===== src/rtl/fir_pkg.sv =====
// Shared definitions for the FIR datapath blocks.
//   COEFW_MAX / XW_MAX / OUTW_MAX : DSP48 operand and accumulator limits
//   fir_state_e                    : coefficient loader state encoding
//   clog2                          : constant-safe ceil(log2(n)) helper
package fir_pkg;

  localparam int unsigned COEFW_MAX = 18;
  localparam int unsigned XW_MAX    = 25;
  localparam int unsigned OUTW_MAX  = 48;

  typedef enum logic [1:0] {
    StIdle   = 2'd0,
    StFill   = 2'd1,
    StDrain  = 2'd2,
    StCommit = 2'd3
  } fir_state_e;

  function automatic int unsigned clog2(input int unsigned n);
    int unsigned r;
    r = 0;
    while ((32'd1 << r) < n) r = r + 1;
    return r;
  endfunction

endpackage


===== src/rtl/fir_coef_loader_if.sv =====
// Coefficient stream (valid/ready with end-of-set marker).
//   s_coef_data  : coefficient word, first word of a set is tap 0
//   s_coef_valid : word valid
//   s_coef_last  : final word of a set
//   s_coef_ready : sink can accept a word
// master = stream source (control/DMA), slave = coefficient loader.
interface fir_coef_loader_if #(
  parameter int unsigned COEFW = 18
) ();

  logic [COEFW-1:0] s_coef_data;
  logic             s_coef_valid;
  logic             s_coef_last;
  logic             s_coef_ready;

  modport master (
    output s_coef_data,
    output s_coef_valid,
    output s_coef_last,
    input  s_coef_ready
  );

  modport slave (
    input  s_coef_data,
    input  s_coef_valid,
    input  s_coef_last,
    output s_coef_ready
  );

endinterface


===== src/rtl/fir_coef_loader.sv =====
// Double-buffered FIR coefficient loader.
// Words of a set fill a shadow bank; only a complete set of exactly NTAPS words
// terminated by last is copied to the active bank, so the taps never see a partial set.
//   clk       : system clock, rising edge
//   aresetn   : asynchronous active-low reset
//   s_coef    : coefficient stream (slave modport)
//   coef_out  : active bank, tap i on [i*COEFW +: COEFW]
//   coef_swap : one-cycle pulse in the first cycle a new active bank is visible
//   load_busy : a set is partially received (FILL or DRAIN)
//   load_err  : sticky framing error, cleared by the next successful commit
// NTAPS must be at least 2.
module fir_coef_loader
  import fir_pkg::*;
#(
  parameter int unsigned NTAPS = 16,
  parameter int unsigned COEFW = 18,
  parameter int unsigned IDXW  = clog2(NTAPS)
) (
  input  logic                   clk,
  input  logic                   aresetn,
  fir_coef_loader_if.slave       s_coef,
  output logic [NTAPS*COEFW-1:0] coef_out,
  output logic                   coef_swap,
  output logic                   load_busy,
  output logic                   load_err
);

  fir_state_e       state_q, state_d;
  logic [IDXW-1:0]  idx_q, idx_d;
  logic             err_q, err_d;
  logic             swap_q, swap_d;
  logic             accept;
  logic             shadow_we;
  logic             commit;
  logic [IDXW-1:0]  wr_idx;
  logic [COEFW-1:0] shadow_q [NTAPS];
  logic [COEFW-1:0] active_q [NTAPS];

  // Ready depends on state only, never on valid.
  assign s_coef.s_coef_ready = (state_q != StCommit);
  assign accept              = s_coef.s_coef_valid && s_coef.s_coef_ready;

  always_comb begin
    state_d   = state_q;
    idx_d     = idx_q;
    err_d     = err_q;
    swap_d    = 1'b0;
    shadow_we = 1'b0;
    commit    = 1'b0;
    wr_idx    = idx_q;
    unique case (state_q)
      StIdle: begin
        if (accept) begin
          shadow_we = 1'b1;
          wr_idx    = '0;
          if (s_coef.s_coef_last) begin
            // A one-word set can never be complete.
            err_d = 1'b1;
            idx_d = '0;
          end else begin
            idx_d   = IDXW'(1);
            state_d = StFill;
          end
        end
      end
      StFill: begin
        if (accept) begin
          shadow_we = 1'b1;
          if (idx_q == IDXW'(NTAPS - 1)) begin
            idx_d = '0;
            if (s_coef.s_coef_last) begin
              state_d = StCommit;
            end else begin
              err_d   = 1'b1;
              state_d = StDrain;
            end
          end else if (s_coef.s_coef_last) begin
            err_d   = 1'b1;
            idx_d   = '0;
            state_d = StIdle;
          end else begin
            idx_d = idx_q + IDXW'(1);
          end
        end
      end
      StDrain: begin
        if (accept && s_coef.s_coef_last) begin
          idx_d   = '0;
          state_d = StIdle;
        end
      end
      StCommit: begin
        commit  = 1'b1;
        swap_d  = 1'b1;
        err_d   = 1'b0;
        idx_d   = '0;
        state_d = StIdle;
      end
      default: state_d = StIdle;
    endcase
  end

  always_ff @(posedge clk or negedge aresetn) begin
    if (!aresetn) begin
      state_q <= StIdle;
      idx_q   <= '0;
      err_q   <= 1'b0;
      swap_q  <= 1'b0;
    end else begin
      state_q <= state_d;
      idx_q   <= idx_d;
      err_q   <= err_d;
      swap_q  <= swap_d;
    end
  end

  always_ff @(posedge clk or negedge aresetn) begin
    if (!aresetn) begin
      for (int i = 0; i < int'(NTAPS); i++) begin
        shadow_q[i] <= '0;
        active_q[i] <= '0;
      end
    end else begin
      if (shadow_we) shadow_q[wr_idx] <= s_coef.s_coef_data;
      if (commit) active_q <= shadow_q;
    end
  end

  for (genvar i = 0; i < int'(NTAPS); i++) begin : g_lane
    assign coef_out[i*COEFW +: COEFW] = active_q[i];
  end

  assign coef_swap = swap_q;
  assign load_busy = (state_q == StFill) || (state_q == StDrain);
  assign load_err  = err_q;

endmodule

===== src/flat_wrapper.sv =====
// flat-port wrapper written by rule: the top's interface ports become plain ports
module fir_coef_loader_flat import fir_pkg::*;
#(
  parameter int unsigned NTAPS = 16,
  parameter int unsigned COEFW = 18,
  parameter int unsigned IDXW  = clog2(NTAPS)
)
  (clk, aresetn, coef_out, coef_swap, load_busy, load_err, s_coef_s_coef_data, s_coef_s_coef_valid, s_coef_s_coef_last, s_coef_s_coef_ready);
  fir_coef_loader_if #(.COEFW(COEFW)) s_coef_i ();
  input  logic clk;
  input  logic aresetn;
  output logic [NTAPS*COEFW-1:0] coef_out;
  output logic coef_swap;
  output logic load_busy;
  output logic load_err;
  input wire logic [$bits(s_coef_i.s_coef_data)-1:0] s_coef_s_coef_data;
  input wire logic [$bits(s_coef_i.s_coef_valid)-1:0] s_coef_s_coef_valid;
  input wire logic [$bits(s_coef_i.s_coef_last)-1:0] s_coef_s_coef_last;
  output wire logic [$bits(s_coef_i.s_coef_ready)-1:0] s_coef_s_coef_ready;
  assign s_coef_i.s_coef_data = s_coef_s_coef_data;
  assign s_coef_i.s_coef_valid = s_coef_s_coef_valid;
  assign s_coef_i.s_coef_last = s_coef_s_coef_last;
  assign s_coef_s_coef_ready = s_coef_i.s_coef_ready;
  fir_coef_loader #(.NTAPS(NTAPS), .COEFW(COEFW), .IDXW(IDXW)) u_core (.clk(clk), .aresetn(aresetn), .s_coef(s_coef_i), .coef_out(coef_out), .coef_swap(coef_swap), .load_busy(load_busy), .load_err(load_err));
endmodule

===== config.mk =====
export PLATFORM = sky130hd
export DESIGN_NAME = fir_coef_loader_flat
export DESIGN_NICKNAME = d
export VERILOG_FILES = /design/src/rtl/fir_pkg.sv /design/src/rtl/fir_coef_loader_if.sv /design/src/rtl/fir_coef_loader.sv /design/src/flat_wrapper.sv
export SDC_FILE = /design/constraint.sdc
export NUM_CORES = 1
export LEC_CHECK = 0
export CAP_MARGIN = 40
export CORE_MARGIN = 2
export CORE_UTILIZATION = 45
export CTS_CLUSTER_SIZE = 16
export DETAILED_ROUTE_END_ITERATION = 8
export HOLD_SLACK_MARGIN = 0.03
export PLACE_DENSITY = 0.76
export SLEW_MARGIN = 40
export SYNTH_ARGS = -nofsm -noshare
export SYNTH_HDL_FRONTEND = slang
export SYNTH_SLANG_ARGS = --single-unit

===== constraint.sdc =====
create_clock -name clk -period 4.4 [get_ports clk]
set_clock_uncertainty 0.15 [all_clocks]
set_input_delay 0.88 -clock clk [delete_from_list [all_inputs] [get_ports clk]]
set_output_delay 0.88 -clock clk [all_outputs]
set_load 0.01 [all_outputs]

# [Word-level counts from Yosys, hierarchy flattened]
# Cells that the tools add are included.
[totals] latchBits=0 wordCells=90 inputBits=22 out_inout_bits=292 mem_count=0 reg_bits=584 ram_bits=0 rom_bits=0
[op_classes] order_cmp=2 div=0 bitwise=1 n_reduce_logical=10 shift=0 n_addsub=1 n_eq_ne=11 mul=0 n_mux=29
[op_table] cell="$bwmux W288" count=1
[op_table] cell="$demux W18 S4" count=1
[op_table] cell="$mux W4" count=7
[op_table] cell="$mux W18" count=1
[op_table] cell="$pmux W4 S4" count=1
[op_table] cell="$mux W2" count=6
[op_table] cell="$mux W1" count=10
[op_table] cell="$pmux W2 S4" count=1
[op_table] cell="$ne A2 B1 Y1 const B" count=3
[op_table] cell="$ge A5 B5 Y1 const B" count=1
[op_table] cell="$lt A5 B1 Y1 const B" count=1
[op_table] cell="$not A4 Y5" count=1
[op_table] cell="$reduce_and A5 Y1" count=1
[op_table] cell="$add A4 B1 Y4 const B" count=1
[op_table] cell="$eq A2 B2 Y1 const B" count=2
[op_table] cell="$eq A4 B4 Y1 const B" count=1
[op_table] cell="$ne A2 B2 Y1 const B" count=2
[op_table] cell="$reduce_and A4 Y1" count=1
[op_table] cell="$logic_and A1 B1 Y1" count=3
[op_table] cell="$ne A3 B2 Y1 const B" count=1
[op_table] cell="$ne A3 B3 Y1 const B" count=1
[op_table] cell="$pmux W1 S3" count=1
[op_table] cell="$reduce_and A3 Y1" count=1
[op_table] cell="$reduce_bool A3 Y1" count=1
[op_table] cell="other kinds (4)" count=4

# [Depth between registers and ports, before layout]
# Gate-level depths: netlist of the first run.
[depth] word_depth=10 ltp_mapped=9 mapped_depth_nobuf=6

# [Least setup slack after synthesis of the first run]
# OpenSTA, ideal clock, no wires.
[synth_timing] kind="in2reg" startpoint="in s_coef_s_coef_valid" endpoint="reg u_core.shadow_q[241] (netlist bit)" setup_slack_ns=2.025 required_ns=4.125 path_buffers=1 stages=5 t_arrival_ns=2.100 setup_time_ns=0.125 cell_sequence="nand3b_1 > nand3_1 > nor2_2 > buf_6 > mux2_2"
[synth_between] elab_chain_cells=9 elab_cells_between_ends=12 classes_between="order compare: 2; mux: 7; bitwise: 1; reduce/logical: 2"
[synth_rtl] item="start: declaration" line_no="flat_wrapper.sv:17" source="input wire logic [$bits(s_coef_i.s_coef_valid)-1:0] s_coef_s_coef_valid;"
[synth_rtl] item="$logic_and A1 B1 Y1 (*)" line_no="fir_coef_loader.sv:41" source="assign accept = s_coef.s_coef_valid && s_coef.s_coef_ready;"
[synth_rtl] item="$mux W4" line_no="fir_coef_loader.sv:53" source="if (accept) begin"
[synth_rtl] item="$mux W4" line_no="fir_coef_loader.sv:51" source="unique case (state_q)"
[synth_rtl] item="$not A4 Y5 (implied by the code)" line_no="fir_coef_loader.sv:124" source="if (shadow_we) shadow_q[wr_idx] <= s_coef.s_coef_data;"
[synth_rtl] item="$ge A5 B5 Y1 (implied by the code) / $lt A5 B1 Y1 (equally long branches)" line_no="fir_coef_loader.sv:124"
[synth_rtl] item="$logic_and A1 B1 Y1 (implied by the code)" line_no="fir_coef_loader.sv:124"
[synth_rtl] item="$mux W18 (implied by the code)" line_no="fir_coef_loader.sv:124"
[synth_rtl] item="$demux W18 S4" line_no="fir_coef_loader.sv:124"
[synth_rtl] item="$bwmux W288" line_no="fir_coef_loader.sv:124"
[synth_rtl] item="end signal: indexed assignment" line_no="fir_coef_loader.sv:124"
[synth_rtl] item="end: declaration" line_no="fir_coef_loader.sv:36" source="logic [COEFW-1:0] shadow_q [NTAPS];"
# Mark *: on every way between the ends. The rest lies on a longest branch, timed or not.
# A chain may end at the register's enable or synchronous reset.

# [Worst setup path after layout of the first run]
[layout_timing] startpoint="reg u_core.state_q[1]" endpoint="out s_coef_s_coef_ready"
[layout_between] elab_chain_cells=1
[layout_rtl] item="start: declaration" line_no="fir_coef_loader.sv:28" source="fir_state_e state_q, state_d;"
[layout_rtl] item="start signal: assignment" line_no="fir_coef_loader.sv:105" source="state_q <= StIdle;"
[layout_rtl] item="start signal: assignment" line_no="fir_coef_loader.sv:110" source="state_q <= state_d;"
[layout_rtl] item="$ne A2 B2 Y1" line_no="fir_coef_loader.sv:40" source="assign s_coef.s_coef_ready = (state_q != StCommit);"
[layout_rtl] item="end: declaration" line_no="flat_wrapper.sv:19" source="output wire logic [$bits(s_coef_i.s_coef_ready)-1:0] s_coef_s_coef_ready;"
# No other way between the ends.

==> out/metrics.yaml, run 1 <==
diodes: 0
cts-hold-fix-buffers: 0
cp.required_ps: 3370
period_needed_ps: 3130
dpl_cell_area_um2: 26000
io_buffers: 313
crit_start: "u_core.state_q[1]"
met2_usage: 0.338
post_drt_wl_per_cell_um: 21.5
drtIter0Drc: 616
outcome: "finished, final reports clean"
setup.worst_path.end: "s_coef_s_coef_ready"
die_w_um: 226
grt_max_degree: 148
irDropWorstVdd_uv: 288
htreeDepth: 2
r2r.worst_path.cells: 7
clkLatencyLatePin_ps: 610
stdcell_count: 2352
finalHoldViolCount: 0
path_max_fanout: 26
synthCells: 1323
post_cts_buffers: 0
numCtsBuffers: 58
regToRegSetupSlack_ps: 1570
area_delta_synth_final_pct: 25.7
async_flop_share: 1.00
synth_seq_cells: 584
synth-seq-area-share: 0.658
dp_cells: 2247
post_cts_resized: 0
finalNetCount: 1674
cts_root_buf: "clkbuf_16"
final_core_util: 0.571
synth_edf_count: 0
grt_util_met1: 0.261
synthesis.nets: 1351
clk_path_buf_depth: 3
grtUsageTotal: 0.200
timing.final.crit_share: 0.711
yosysTopAreaCell: "dfrtp_1"
syn_area_um2: 22200
route.detailed.drc: 0
finalSetupTns_ps: 0
worstMarginPinSlew_ps: 819
path_clk_slew_ps: 60
die_y_um: 226
max-cap-violations: 0
relSlewSlack: 0.452
hpwl_mm: 32.9
dr.pass1.iters: 4
slew_viol_final: 0
r2r_start: "u_core.state_q[1]"
powerDensity_nw_per_um2: 429
synth.top_cell.area_share: 0.658
crit_path_end_kind: "output port"
cts_sinks: 584
grt_pass1_wl_mm: 77.7
viasPerCell: 5.16
antenna_found_initial: 2
boundaryPins: 314
layout-drive-gt1-share: 0.428
critPathArrivalTime_ps: 2100
syn_avg_cell_area_um2: 16.8
fmax_mhz: 320
ys_types: 49
use_met3: 0.0446
vias: 12100
postRouteAntennaNets: 0
overflow: 0
grt_pass1_vias: 13000
synth.area.top_cells: "dfrtp_1 (66%), mux2_2 (28%), mux2_4 (0.95%), clkbuf_1 (0.68%), buf_6 (0.51%)"
setup_viol: 0
p_leak_nw: 13.5
critPathKind: "register to output port"
synth-main-ff-cell: "dfrtp_1"
yosysMostFrequentCell: "dfrtp_1"
crit_path_start_kind: "register"
ys_top_cells_by_count: "dfrtp_1 (584), mux2_2 (561), clkbuf_1 (40)"
grt_setup_unrepaired: "false"
hold_class: "register to register"
r2r-end: "u_core.shadow_q[260]"
yosysWarnings: 0
initial_core_util: 0.454
design_area_um2: 27900
std_cell_rows: 81
die_area_um2: 51100
core_um2: 48800
cts_tree: "built"
top_usage_layer: "met2"
wirelength_mm: 50.7
routabilityCongestion: 0.790
holdPathStages: 1
kinds of logic after synthesis:
kind of cell	synth area share
DFF	0.658
muxes	0.295
buffers and inverters	0.0188
and+or+nand+nor	0.0183
AOI/OAI and AO/OA	0.00530
adders and majority gates	0.00338
xor gates and xnor gates	0.000789
through the flow:
| stage | hold WS, ps | total power [mW] | setup slack (ps) |
|---|---|---|---|
| 2_1_floorplan | 302 | 6.70 | 2020 |
| 5_1_grt | 343 | 12.5 | 1110 |
| 3_5_place_dp | 318 | 7.20 | 1160 |
| 3_3_place_gp | 314 | 7.13 | 985 |
| 4_1_cts | 175 | 12.1 | 1220 |
| 6_report | 325 | 12.0 | 1270 |
power breakdown:
part | internal (mW) | switching (mW) | total [mW]
clock | 2.86 | 2.01 | 4.87
combinational | 0.558 | 0.536 | 1.09
sequential | 5.78 | 0.212 | 5.99
total | 9.20 | 2.76 | 12.0
registers in the layout, indices dropped and copies added, names as in the netlist:
signal            flops
u_core.coef_out     288
u_core.shadow_q     288
u_core.idx_q          4
u_core.state_q        2
u_core.coef_swap      1
u_core.load_err       1
placed cells by master (no fill, tap or decap), types with 6 or more instances in the layout:
cell / count
nor2_1: 6
buf_2: 16
mux2_2: 561
buf_12: 7
buf_4: 14
dfrtp_1: 584
clkbuf_16: 59
clkbuf_1: 19
mux2_4: 14
clkinv_2: 7
clkdlybuf4s50_1: 296
clkbuf_8: 6
worst min-delay path by stage:
stage / from / to / slack [ps]
after floorplan: u_core.shadow_q[53] / u_core.shadow_q[53] / 300
after global placement: u_core.shadow_q[53] / u_core.shadow_q[53] / 310
after detailed placement: u_core.shadow_q[53] / u_core.shadow_q[53] / 320
after CTS: aresetn / u_core.coef_out[147] / 180
after global routing: u_core.shadow_q[53] / u_core.shadow_q[53] / 340
final: u_core.shadow_q[53] / u_core.shadow_q[53] / 330
routing by layer:
| layer | vias up | wire length, um | part of all wire |
|---|---|---|---|
| met5 | - | 0 | 0 |
| met4 | 0 | 1270 | 0.025 |
| met3 | 85 | 2590 | 0.051 |
| met2 | 257 | 25600 | 0.51 |
| met1 | 6484 | 21200 | 0.42 |
| li1 | 5306 | - | - |
critical path, cell delays in order, from the launching register on:
cell,delay (ps)
dfrtp_1,460
ha_4,420
inv_1,110
clkdlybuf4s50_1,510
layout make-up:
cell class	count	area [um^2]
multi-input combinational	660	7180
clock buffer	84	1630
inverter	4	15.0
clock inverter	18	246
sequential	584	14600
fill	3851	21000
timing repair buffer	338	3380
tap	664	831
Power figures use the tool's default switching activity.
==> inputs of run 2 (changes only) <==
==> constraint.sdc (replaced) <==
create_clock -name clk -period 3 [get_ports clk]
set_clock_uncertainty 0.15 [all_clocks]
set_input_delay 0.6 -clock clk [delete_from_list [all_inputs] [get_ports clk]]
set_output_delay 0.6 -clock clk [all_outputs]
set_load 0.01 [all_outputs]
==> run 2 against run 1 <==
Critical path depth unchanged. Routed wire length up 1.5%. Die area unchanged. Utilization up 1.2 points. Via count up 1.4%. Sequential share of layout area down 1.1 points. Setup slack worse by 1100 ps. Hold slack better by 22 ps. Register-to-register slack worse by 1100 ps.
==> out/metrics.yaml, run 2 (synthesis results as in run 1) <==
regArea_um2: 14600
fmax_mhz: 358
drtIter0Drc: 772
period_needed_ps: 2790
slew_viol_final: 0
htreeDepth: 2
clkLatencyLatePin_ps: 610
worstMarginPinSlew_ps: 791
irDropWorstVdd_uv: 424
grtUsageTotal: 0.205
route.detailed.drc: 0
crit_path_start_kind: "register"
core_um2: 48800
cts_root_buf: "clkbuf_16"
fillCellCount: 3758
crit_path_end_kind: "output port"
path_clk_slew_ps: 60
layout-drive-gt1-share: 0.433
grt_pass1_vias: 13200
postRouteAntennaNets: 0
overflow: 0
clk_path_buf_depth: 3
cts_tree: "built"
timing.final.crit_share: 0.930
numCtsBuffers: 58
wirelength_mm: 51.5
setup_viol: 0
die_y_um: 226
routabilityCongestion: 0.790
dr.pass1.iters: 4
finalSetupTns_ps: 0
finalHoldViolCount: 0
post_drt_wl_per_cell_um: 21.6
hold_class: "register to register"
cts_sinks: 584
diodes: 0
cts-hold-fix-buffers: 1
critPathArrivalTime_ps: 2040
boundaryPins: 314
post_cts_buffers: 0
outcome: "finished, final reports clean"
path_max_fanout: 23
max-cap-violations: 0
vias: 12300
grt_setup_unrepaired: "false"
grt_max_degree: 120
whs_ps: 347
io_buffers: 313
viasPerCell: 5.17
final_cell_mix: "dfrtp_1 (584), mux2_2 (561), clkdlybuf4s50_1 (310)"
initial_core_util: 0.454
hpwl_mm: 33.4
grt_pass1_wl_mm: 79.2
critPathKind: "register to output port"
finalNetCount: 1699
die_w_um: 226
std_cell_rows: 81
p_leak_nw: 13.8
post_cts_resized: 0
cp.required_ps: 2250
final_common_cell: "dfrtp_1"
relSlewSlack: 0.473
area_delta_synth_final_pct: 28.3
die_area_um2: 51100
antenna_found_initial: 1
multi_input_area_um2: 7180
powerDensity_nw_per_um2: 640
run 2: cell count changes in the layout (fill, tap and decap cells not counted), moves of 2 or more:
cell / delta
buf_4: +15
buf_2: -14
clkdlybuf4s50_1: +14
buf_12: +12
clkbuf_8: +11
clkbuf_1: -6
bufinv_16: +4
clkinv_2: -3
clkinv_4: -2
run 2: per-stage QoR:
step | instances | total power [mW] | setup WS, ps | instance area, um^2 | util
floorplan | 1323 | 9.83 | 750 | 22200 | -
global placement | 2273 | 10.5 | 299 | 26400 | 0.540
detailed placement | 2274 | 10.6 | 273 | 26400 | 0.540
CTS | 2381 | 18.4 | 159 | 28500 | 0.583
global route | 2381 | 19.0 | 92.0 | 28500 | 0.583
finish | 2381 | 18.2 | 209 | 28500 | 0.583
run 2: layout make-up:
class / count / share of cell area
flip-flops and latches: 584 / 0.513
inverters: 4 / 0.000527
clock buffers: 88 / 0.0609
clock inverters: 18 / 0.0119
well taps: 664 / 0.0292
multi-input cells: 660 / 0.252
repair buffers: 363 / 0.132
run 2: power by group:
group	leakage, nW	internal (mW)	total, mW	switching, mW
Sequential	8.04	8.48	8.80	0.324
Clock	1.01	4.75	7.74	3.00
Combinational	4.74	0.880	1.69	0.808
Total	13.8	14.1	18.2	4.13
run 2: final timing paths:
path | start | to | slack, ps | cells past startpoint
worst max-delay path | u_core.state_q[1] | s_coef_s_coef_ready | 210 | 3
worst min-delay path | u_core.shadow_q[151] | u_core.coef_out[133] | 350 | 1
worst max register to register | u_core.state_q[0] | u_core.shadow_q[195] | 480 | 7
worst min register to register | u_core.shadow_q[151] | u_core.coef_out[133] | 350 | 1
max in group asynchronous | aresetn | u_core.coef_out[44] | 1350 | 4
min in group asynchronous | aresetn | u_core.coef_out[91] | 360 | 2
run 2: layer usage:
metal	vias up	part of all wire	global-route usage
li1	5388	-	-
met1	6550	0.42	0.267
met2	280	0.50	0.343
met3	88	0.047	0.0379
met4	0	0.028	0.0741
met5	-	0	0
run 2: critical path, cell delays in order (launching register included):
cell	delay, ps
dfrtp_1	430
ha_4	370
inv_1	130
clkdlybuf4s50_1	500
==> inputs of run 3 (changes only) <==
--- a/config.mk
+++ b/config.mk
@@ -10,8 +10,8 @@
 export CORE_UTILIZATION = 45
 export CTS_CLUSTER_SIZE = 16
 export DETAILED_ROUTE_END_ITERATION = 8
-export HOLD_SLACK_MARGIN = 0.03
 export PLACE_DENSITY = 0.76
+export RECOVER_POWER = 50
 export SLEW_MARGIN = 40
 export SYNTH_ARGS = -nofsm -noshare
 export SYNTH_HDL_FRONTEND = slang
==> run 3 against run 2 <==
The flow now finishes with violations (max-capacitance violations, max-slew violations). Final cell count stayed put. Highest routed layer unchanged. Count of clock-buffer cells in the layout did not move. Setup slack better by 11 ps. Die area stayed put. Sequential cell count did not move. Sequential power is essentially flat. Combinational power hardly changed. Register-to-register slack is essentially flat. Power about the same. Global-route usage stayed put.
==> out/metrics.yaml, run 3 (synthesis results as in run 1) <==
critPathArrivalTime_ps: 2030
crit_path_start_kind: "register"
grt_util_met1: 0.267
crit_buf_inv: 2
met2_usage: 0.343
path_max_fanout: 23
stdcell_count: 2381
die_w_um: 226
crit_chain: "ha_4 -> inv_1 -> clkdlybuf4s50_1"
dr.pass1.iters: 4
io_buffers: 313
cp_slowest_cell: "clkdlybuf4s50_1"
path_clk_slew_ps: 60
final_common_cell: "dfrtp_1"
grt_setup_unrepaired: "false"
hold_start: "u_core.shadow_q[151]"
p_leak_nw: 13.8
cts-hold-fix-buffers: 1
route.detailed.drc: 0
powerDensity_nw_per_um2: 641
timing.final.crit_share: 0.927
slew_viol_final: 55
viasPerCell: 5.16
worstMarginPinSlew_ps: 1750
max_stage_delay_ps: 500
grt_pass1_vias: 13200
setup_viol: 0
die_y_um: 226
top_usage_layer: "met2"
initial_core_util: 0.454
std_cell_rows: 81
r2r_start: "u_core.state_q[1]"
post_drt_wl_per_cell_um: 21.6
finalSetupTns_ps: 0
clkLatencyLatePin_ps: 610
post_cts_resized: 0
outcome: "complete, but fails checks"
finalNetCount: 1699
grt_pass1_wl_mm: 79.2
path_delay_family: "buffers and inverters"
core_um2: 48800
fillCellCount: 3766
post_cts_buffers: 0
grtUsageTotal: 0.205
htreeDepth: 2
antenna_found_initial: 1
clk_path_buf_depth: 3
final_cell_mix: "dfrtp_1 (584), mux2_2 (561), clkdlybuf4s50_1 (310)"
grt_max_degree: 120
period_needed_ps: 2780
crit_path_end_kind: "output port"
routabilityCongestion: 0.790
cts_tree: "built"
finalHoldViolCount: 0
crit_start: "u_core.state_q[1]"
relSlewSlack: -0.169
boundaryPins: 314
irDropWorstVdd_uv: 424
hpwl_mm: 33.4
design_area_um2: 28400
violations: "max-capacitance violations, max-slew violations"
use_met3: 0.0379
drtIter0Drc: 771
dp_cells: 2274
dpl_cell_area_um2: 26400
hold_class: "register to register"
postRouteAntennaNets: 0
layout-drive-gt1-share: 0.432
cts_root_buf: "clkbuf_16"
regArea_um2: 14600
cts_sinks: 584
fmax_mhz: 360
die_area_um2: 51100
critPathKind: "register to output port"
wirelength_mm: 51.5
max-cap-violations: 1
multi_input_area_um2: 7180
diodes: 0
area_delta_synth_final_pct: 28.1
overflow: 0
vias: 12300
cp.required_ps: 2250
numCtsBuffers: 58
==> run 3: cell types whose count changed in the layout (fill, tap and decap cells not counted) <==
cell	change
buf_12	-2
clkbuf_1	+2
buf_6	+2
clkbuf_4	+1
buf_4	-7
clkbuf_2	+5
buf_8	-1
==> run 3: through the flow <==
step | hold slack [ps] | total power, mW | setup slack (ps) | utilization
3_5_place_dp | 327 | 10.6 | 273 | 0.540
5_1_grt | 360 | 19.0 | 57.8 | 0.582
3_3_place_gp | 316 | 10.5 | 299 | 0.540
4_1_cts | 351 | 18.4 | 159 | 0.583
6_report | 346 | 18.2 | 220 | 0.582
2_1_floorplan | 154 | 9.83 | 750 | -
==> run 3: worst register-to-register path: stages, from the launching register on <==
cell     delay, ps
dfrtp_1        430
ha_4           370
buf_6          830
mux2_2         660
==> run 3: layout make-up <==
cell class	count	area share
clock inverters	18	0.0119
repair buffers	363	0.131
clock buffers	88	0.0610
multi-input cells	660	0.252
flip-flops and latches	584	0.514
well taps	664	0.0292
inverters	4	0.000528
==> run 3: path summary, 6_finish.rpt <==
| check | slack [ps] | endpoint | depth (start not counted) |
|---|---|---|---|
| min reg2reg | 350 | u_core.coef_out[133] | 1 |
| max in group asynchronous | 360 | u_core.coef_out[39] | 4 |
| min in group asynchronous | 810 | u_core.coef_out[91] | 2 |
| max reg2reg | 470 | u_core.coef_out[77] | 3 |
| min | 350 | u_core.coef_out[133] | 1 |
| max | 220 | s_coef_s_coef_ready | 3 |
==> run 3: where the power goes <==
group	switching (mW)	internal, mW
clock	3.00	4.75
combinational	0.806	0.875
sequential	0.323	8.48
==> run 3: routing by layer <==
layer,vias up,part of all wire
li1,5368,-
met1,6543,0.42
met2,286,0.50
met3,87,0.048
met4,0,0.028
met5,-,0
